### config.mk
export PLATFORM = sky130hd
export DESIGN_NAME = fsm_control_param_flat
export DESIGN_NICKNAME = d
export VERILOG_FILES = /design/src/rtl/fsm_control_param_if.sv /design/src/rtl/fsm_control_param.sv /design/src/flat_wrapper.sv
export SDC_FILE = /design/constraint.sdc
export NUM_CORES = 1
export LEC_CHECK = 0
export CAP_MARGIN = 20
export CORE_UTILIZATION = 35
export DETAILED_ROUTE_END_ITERATION = 8
export HOLD_SLACK_MARGIN = 0.12
export PLACE_DENSITY = 0.73
export SLEW_MARGIN = 10
export SYNTH_ARGS = -nofsm -noshare
export SYNTH_HDL_FRONTEND = slang
export SYNTH_SLANG_ARGS = --single-unit
### constraint.sdc
create_clock -name clk -period 1.7 [get_ports clk]
set_input_delay 0.34 -clock clk [delete_from_list [all_inputs] [get_ports clk]]
set_output_delay 0.34 -clock clk [all_outputs]
set_load 0.05 [all_outputs]
### src/rtl/fsm_control_param_if.sv
// Control/status bundle between software-facing control and the FIFO supervisor.
// master drives requests and FIFO flags; slave returns thresholds and status.
interface fsm_control_param_if #(
  parameter int NUM_FIFOS = 5,
  parameter int TH_W      = 4
);
  logic                      init;
  logic [NUM_FIFOS*TH_W-1:0] umbral_in;
  logic [NUM_FIFOS-1:0]      fifo_error;
  logic [NUM_FIFOS-1:0]      fifo_empty;
  logic                      error_clear;
  logic [NUM_FIFOS*TH_W-1:0] umbral_out;
  logic                      active;
  logic                      idle;
  logic [NUM_FIFOS-1:0]      error;
  logic [2:0]                state;

  modport master (
    output init, umbral_in, fifo_error, fifo_empty, error_clear,
    input  umbral_out, active, idle, error, state
  );

  modport slave (
    input  init, umbral_in, fifo_error, fifo_empty, error_clear,
    output umbral_out, active, idle, error, state
  );
endinterface

### src/rtl/fsm_control_param.sv
// N-FIFO flow-control supervisor: threshold capture, idle/active status, sticky errors.
// Moore outputs, all registered: every status change appears one edge after the causing input.
module fsm_control_param #(
  parameter int NUM_FIFOS   = 5,
  parameter int TH_W        = 4,
  parameter int IDLE_CYCLES = 3
) (
  input logic                 clk,
  input logic                 reset,
  fsm_control_param_if.slave  ctrl
);

  typedef enum logic [2:0] {
    S_RESET  = 3'd0,
    S_INIT   = 3'd1,
    S_IDLE   = 3'd2,
    S_ACTIVE = 3'd3,
    S_ERROR  = 3'd4
  } state_e;

  localparam int UW = NUM_FIFOS * TH_W;
  localparam int EW = (IDLE_CYCLES < 1) ? 1 : $clog2(IDLE_CYCLES + 1);
  localparam logic [EW-1:0] ECNT_LAST = EW'(IDLE_CYCLES - 1);

  state_e               state_q, state_d;
  logic [EW-1:0]        ecnt_q, ecnt_d;
  logic [UW-1:0]        umbral_q, umbral_d;
  logic [NUM_FIFOS-1:0] error_q, error_d;
  logic                 idle_q, active_q;

  logic any_err;
  logic all_empty;

  assign any_err   = |ctrl.fifo_error;
  assign all_empty = &ctrl.fifo_empty;

  // Priority in every non-RESET state: error, then init, then the local condition.
  always_comb begin
    state_d  = state_q;
    ecnt_d   = '0;
    umbral_d = umbral_q;
    error_d  = error_q;
    unique case (state_q)
      S_RESET: begin
        state_d = S_INIT;
      end
      S_INIT: begin
        umbral_d = ctrl.umbral_in;
        if (any_err) begin
          state_d = S_ERROR;
          error_d = ctrl.fifo_error;
        end else if (!ctrl.init) begin
          state_d = S_IDLE;
        end
      end
      S_IDLE: begin
        if (any_err) begin
          state_d = S_ERROR;
          error_d = ctrl.fifo_error;
        end else if (ctrl.init) begin
          state_d = S_INIT;
        end else if (!all_empty) begin
          state_d = S_ACTIVE;
        end
      end
      S_ACTIVE: begin
        if (any_err) begin
          state_d = S_ERROR;
          error_d = ctrl.fifo_error;
        end else if (ctrl.init) begin
          state_d = S_INIT;
        end else if (all_empty) begin
          if (ecnt_q == ECNT_LAST) begin
            state_d = S_IDLE;
          end else begin
            ecnt_d = ecnt_q + EW'(1);
          end
        end
      end
      S_ERROR: begin
        // A clear wins over errors arriving on the same edge.
        if (ctrl.error_clear) begin
          state_d = S_IDLE;
          error_d = '0;
        end else begin
          error_d = error_q | ctrl.fifo_error;
        end
      end
      default: begin
        state_d = S_RESET;
      end
    endcase
  end

  always_ff @(posedge clk or negedge reset) begin
    if (!reset) begin
      state_q  <= S_RESET;
      ecnt_q   <= '0;
      umbral_q <= '0;
      error_q  <= '0;
      idle_q   <= 1'b0;
      active_q <= 1'b0;
    end else begin
      state_q  <= state_d;
      ecnt_q   <= ecnt_d;
      umbral_q <= umbral_d;
      error_q  <= error_d;
      idle_q   <= (state_d == S_IDLE);
      active_q <= (state_d == S_ACTIVE);
    end
  end

  assign ctrl.state      = state_q;
  assign ctrl.idle       = idle_q;
  assign ctrl.active     = active_q;
  assign ctrl.error      = error_q;
  assign ctrl.umbral_out = umbral_q;

endmodule

### src/flat_wrapper.sv
// flat-port wrapper written by rule: the top's interface ports become plain ports
module fsm_control_param_flat 
#(
  parameter int NUM_FIFOS   = 5,
  parameter int TH_W        = 4,
  parameter int IDLE_CYCLES = 3
)
  (clk, reset, ctrl_init, ctrl_umbral_in, ctrl_fifo_error, ctrl_fifo_empty, ctrl_error_clear, ctrl_umbral_out, ctrl_active, ctrl_idle, ctrl_error, ctrl_state);
  fsm_control_param_if #(.NUM_FIFOS(NUM_FIFOS), .TH_W(TH_W)) ctrl_i ();
  input logic clk;
  input logic reset;
  input wire logic [$bits(ctrl_i.init)-1:0] ctrl_init;
  input wire logic [$bits(ctrl_i.umbral_in)-1:0] ctrl_umbral_in;
  input wire logic [$bits(ctrl_i.fifo_error)-1:0] ctrl_fifo_error;
  input wire logic [$bits(ctrl_i.fifo_empty)-1:0] ctrl_fifo_empty;
  input wire logic [$bits(ctrl_i.error_clear)-1:0] ctrl_error_clear;
  output wire logic [$bits(ctrl_i.umbral_out)-1:0] ctrl_umbral_out;
  output wire logic [$bits(ctrl_i.active)-1:0] ctrl_active;
  output wire logic [$bits(ctrl_i.idle)-1:0] ctrl_idle;
  output wire logic [$bits(ctrl_i.error)-1:0] ctrl_error;
  output wire logic [$bits(ctrl_i.state)-1:0] ctrl_state;
  assign ctrl_i.init = ctrl_init;
  assign ctrl_i.umbral_in = ctrl_umbral_in;
  assign ctrl_i.fifo_error = ctrl_fifo_error;
  assign ctrl_i.fifo_empty = ctrl_fifo_empty;
  assign ctrl_i.error_clear = ctrl_error_clear;
  assign ctrl_umbral_out = ctrl_i.umbral_out;
  assign ctrl_active = ctrl_i.active;
  assign ctrl_idle = ctrl_i.idle;
  assign ctrl_error = ctrl_i.error;
  assign ctrl_state = ctrl_i.state;
  fsm_control_param #(.NUM_FIFOS(NUM_FIFOS), .TH_W(TH_W), .IDLE_CYCLES(IDLE_CYCLES)) u_core (.clk(clk), .reset(reset), .ctrl(ctrl_i));
endmodule
; ---- After elaboration in Yosys (flattened, before gate mapping)
; Cells that the tools add are included.
[word_totals]
ff_bits = 32
inputBits = 34
output_inout_bits = 30
[classes]
n_addsub = 1
eq_ne = 8
n_mux = 19
bitwise_logic = 1
n_reduce_logical = 6
[ops]
columns = op, n
row1 = 3-bit 2-to-1 mux, 10
row2 = 3-bit case mux with 5 select lines, 1
row3 = "3-bit by 2-bit equality test with 1-bit output, second input constant", 4
row4 = 2-bit 2-to-1 mux, 5
row5 = 5-bit 2-to-1 mux, 2
row6 = 5-bit case mux with 2 select lines, 1
row7 = 5-bit OR, 1
row8 = 5-bit AND reduction, 1
row9 = 5-bit OR reduction, 1
row10 = "3-bit by 1-bit equality test with 1-bit output, second input constant", 1
row11 = "3-bit equality test, second input constant", 1
row12 = 3-bit logical NOT, 1
row13 = 3-bit OR reduction, 1
row14 = "2-bit by 1-bit adder with 2-bit output, second input constant", 1
row15 = "2-bit equality test, second input constant", 1
row16 = "2-bit by 1-bit inequality test with 1-bit output, second input constant", 1
row17 = 2-bit AND reduction, 1
row18 = 2-bit nonzero test, 1

; ---- Logic depth before layout (Yosys ltp)
[depth]
word_depth = 7
mapped_depth = 6
depth_no_buf = 4

; ---- Worst setup path before layout
; OpenSTA, ideal clock, no wires.
[synth_path]
path_kind = register to register
startpoint = register u_core.state_q[1] (netlist: u_core.ctrl.state[1])
endpoint = register u_core.error_q[0] (netlist: u_core.ctrl.error[0])
setup_ns = 0.126
arrival_time_ns = 1.630
path_slack_ns = -0.056
path_stages_with_launch = 7
n_path_buf = 2
period_less_slack_ns = 1.756
path_cell_list = dfrtp_1 -> buf_2 -> nor2_2 -> and2_0 -> buf_2 -> o21ai_0 -> o311a_1
[synth_between]
elab_chain_len = 4
elab_cells_between_ends = 9
classes_between = eq/ne: 5 / mux: 1 / reduce/logical: 3
[synth_lines]
columns = item, line
row1 = start: declaration, fsm_control_param.sv:25  ; state_e state_q, state_d;
row2 = start signal: assignment, fsm_control_param.sv:104  ; state_q <= state_d;
row3 = 3-bit by 1-bit equality test with 1-bit output or 3-bit by 2-bit equality test with 1-bit output (tied branches), fsm_control_param.sv:43  ; unique case (state_q)
row4 = 3-bit OR reduction (no line), -
row5 = 2-bit by 1-bit inequality test with 1-bit output (no line) or 2-bit nonzero test (tied branches), -
row6 = 2-bit AND reduction (no line), -
row7 = end signal: assignment, fsm_control_param.sv:107  ; error_q <= error_d;
row8 = end: declaration, fsm_control_param.sv:28  ; logic [NUM_FIFOS-1:0] error_q, error_d;
; Parallel ways exist; a longest one is shown, timed or not.
; A chain may end at the register's enable or synchronous reset.

; ---- Worst setup path after layout
[layout_path]
startpoint = input ctrl_fifo_error[2]
endpoint = register u_core.error_q[3] (netlist: u_core.ctrl.error[3])
[layout_between]
elab_chain_len = 3
[layout_lines]
columns = item, line
row1 = start: declaration, flat_wrapper.sv:14  ; input wire logic [$bits(ctrl_i.fifo_error)-1:0] ctrl_fifo_error;
row2 = 5-bit OR reduction, fsm_control_param.sv:34  ; assign any_err = |ctrl.fifo_error;
row3 = 2-bit by 1-bit inequality test with 1-bit output (no line), -
row4 = 2-bit AND reduction (no line), -
; Every way passes these cells.

==> metrics.txt <==
status=completed; #FFs+latches synth=32; Multi-input gate area=590.6 um^2; Rows=22; final std cells w/o fill=231; Max Fclk=618.4 MHz; CP Capture Type=register; met3 Use GR=0.02604; CTS tree=yes; switch share=0.4696; Worst EP arrival=1.77 ns; Final WS setup=0.08294 ns; final hold vios=0; DP Wirelength=2515 um; Die Span X=65.53 um; Tot Pwr=5021 uW; internal reg-to-reg setup slack=0.23 ns; TritonCTS Buffers=5; async set-or-reset flop fraction in the synthesized netlist=1.000; Internal=2663 uW; busiest grt layer=met2; Syn Std Cell Area=1413 um^2; maximum capacitance violations=0; post-synthesis cell type count=30; Max Slew Vio Count=0; largest net degree at the start of global routing=18; Max Buffers Root-to-Sink=2; initial detailed-routing violation count=17; Tcrit/Tclk final=0.9512; I/O pin total=64; initial antenna violation count=0; Congestion Overflow GR=0; logic gate share of total power=0.593; Seq/Total Area, Yosys=0.5669; Lkg Pwr=0.0009924 uW; share of layout cells above drive strength 1=0.4317; fin crit period=1.617 ns; synth cell count leaders=dfrtp_1 (32), mux2_2 (20), nor2_1 (9); Synth Net Count=142; kind of critical path=in2reg; hold_buf cts=0; Antenna Diode Count=0; H-tree depth=2; pwr dens=2254 nW/um^2; YS warnings=0; Buffers on Ports=63; Synth area leader=dfrtp_1; CP max FO=4; ys flop type=dfrtp_1; Total GRT Usage=0.1534; syn_area_per_cell=13.08 um^2; FF/Latch Area=802.0 um^2; DP Cell Count=222; Detail Route Antenna Nets=0; worst hold path class=in2async; clk_lat worst skew=0.27 ns; Clock Root Buffer=clkbuf_8; clock slew at reported path FFs=0.06 ns; Net Switching=2358 uW; router iterations before antenna repair=4; clock network power share=0.136; ranking of synthesized cells by area=dfrtp_1 (57%), mux2_2 (16%), o311a_1 (2.8%); first-pass GRT wire length=5037 um; peak supply drop=0.001084 V; vias in the first global route=1151; fin nets=216; Starting Density=0.3746; most common cell in the synthesized netlist=dfrtp_1; final setup skew=0.003268 ns; Avg WL per Cell=13.72 um; critical path startpoint category=input pin; area grow syn2layout=57.66%; Worst-Margin Slew=0.3695 ns; EDFF count, synth=0; core area=3771 um^2; Seq pwr share=0.271; filler instances=302; GR met2 Demand/Resource=0.2719; Design Area, Final=2227 um^2; final WL=3170 um; endpoints failing setup=0; Post-Place Worst Slack=-0.3181 ns; critical path required time=1.85 ns; Clock Sinks=32; via count=1154; Synth top area share=0.5669; Die H=65.53 um; placed cell areas=2098 um^2; GP Congestion=0.7589; drt drc=0; Syn Inst Count=108; met1 usage=0.1808; slew margin rel.=0.7504; RSZ-0062 raised after global routing=false; Die Area=4294 um^2; via/cell ratio=4.996
[registers in the layout (all words and copies together), names as in the netlist]
name / count
u_core.ctrl.umbral_out: 20
u_core.ecnt_q: 2
u_core.ctrl.error: 5
u_core.ctrl.active: 1
u_core.ctrl.state: 3
u_core.ctrl.idle: 1
[cells by family (layout without fill, tap and decap cells)]
group,count (synthesis),count (layout),synth area share
muxes,20,20,0.1594
and+or+nand+nor,25,25,0.1160
DFF,32,32,0.5669
AOI/OAI and AO/OA,22,22,0.1293
buffers and inverters,9,84,0.02834
[power groups by stage]
stage / sequential [uW] / clock, uW / combinational [uW]
global route: 1410 / 748 / 3110
floorplan: 2530 / 0 / 849
CTS: 1360 / 712 / 2990
finish: 1360 / 683 / 2980
detailed placement: 1370 / 0 / 2980
global placement: 1340 / 0 / 2920
[per-stage QoR]
stage / setup TNS (ns) / util / hold slack, ns
floorplan: -0.2722 / - / 0.04441
CTS: 0 / 0.5856 / 0.3565
global route: 0 / 0.5906 / 0.3739
global placement: -2.532 / 0.5564 / 0.4389
finish: 0 / 0.5906 / 0.3519
detailed placement: -2.942 / 0.5564 / 0.4499
[layout by cell type, fill, tap and decap left out, drive strengths merged, types with 3 or more instances in the layout]
cell and instances:
clkdlybuf4s50 30, inv 3, o21ai 5, clkbuf 6, a21oi 3, dfrtp 32, o311a 4, buf 40
nor2 12, mux2 20, a21o 5
[worst paths after layout]
path                                                startpoint                                     end  cells past startpoint
worst max-delay path                        ctrl_fifo_error[2]        u_core.ctrl.error[3]$_DFFE_PN0P_                      5
worst min-delay path                                     reset              u_core.ctrl.idle$_DFF_PN0_                      1
worst max register to register  u_core.ctrl.state[0]$_DFF_PN0_  u_core.ctrl.umbral_out[16]$_DFFE_PN0P_                      4
worst min register to register      u_core.ecnt_q[0]$_DFF_PN0_              u_core.ecnt_q[0]$_DFF_PN0_                      1
max in group asynchronous                                reset        u_core.ctrl.error[3]$_DFFE_PN0P_                      2
min in group clk                    u_core.ecnt_q[0]$_DFF_PN0_              u_core.ecnt_q[0]$_DFF_PN0_                      1
[layout make-up]
type,count,area share
clock buffers,6,0.03258
clock inverters,2,0.01573
inverters,3,0.005056
multi-input cells,67,0.2652
flip-flops and latches,32,0.3601
well taps,48,0.02697
repair buffers,73,0.2944
[timing repair]
item / in CTS / in global routing
pin swaps: 2 / 3
endpoints found under the hold margin: 0 / 0
endpoints found under the setup margin: 6 / 8
buffers inserted: 0 / 1
resized for setup: 3 / 2
[routing by layer]
layer | wire length [um] | up-vias
met3 | 250 | 4
met5 | 0 | -
li1 | - | 538
met4 | 36 | 0
met2 | 1570 | 51
met1 | 1313 | 561
[critical path, stage by stage]
cell             delay (ns)
clkdlybuf4s50_1        0.42
or4_4                  0.49
nor2_4                 0.16
nor2_4                 0.06
o311a_1                0.29
Note: power is estimated with default switching activity, not from simulation.
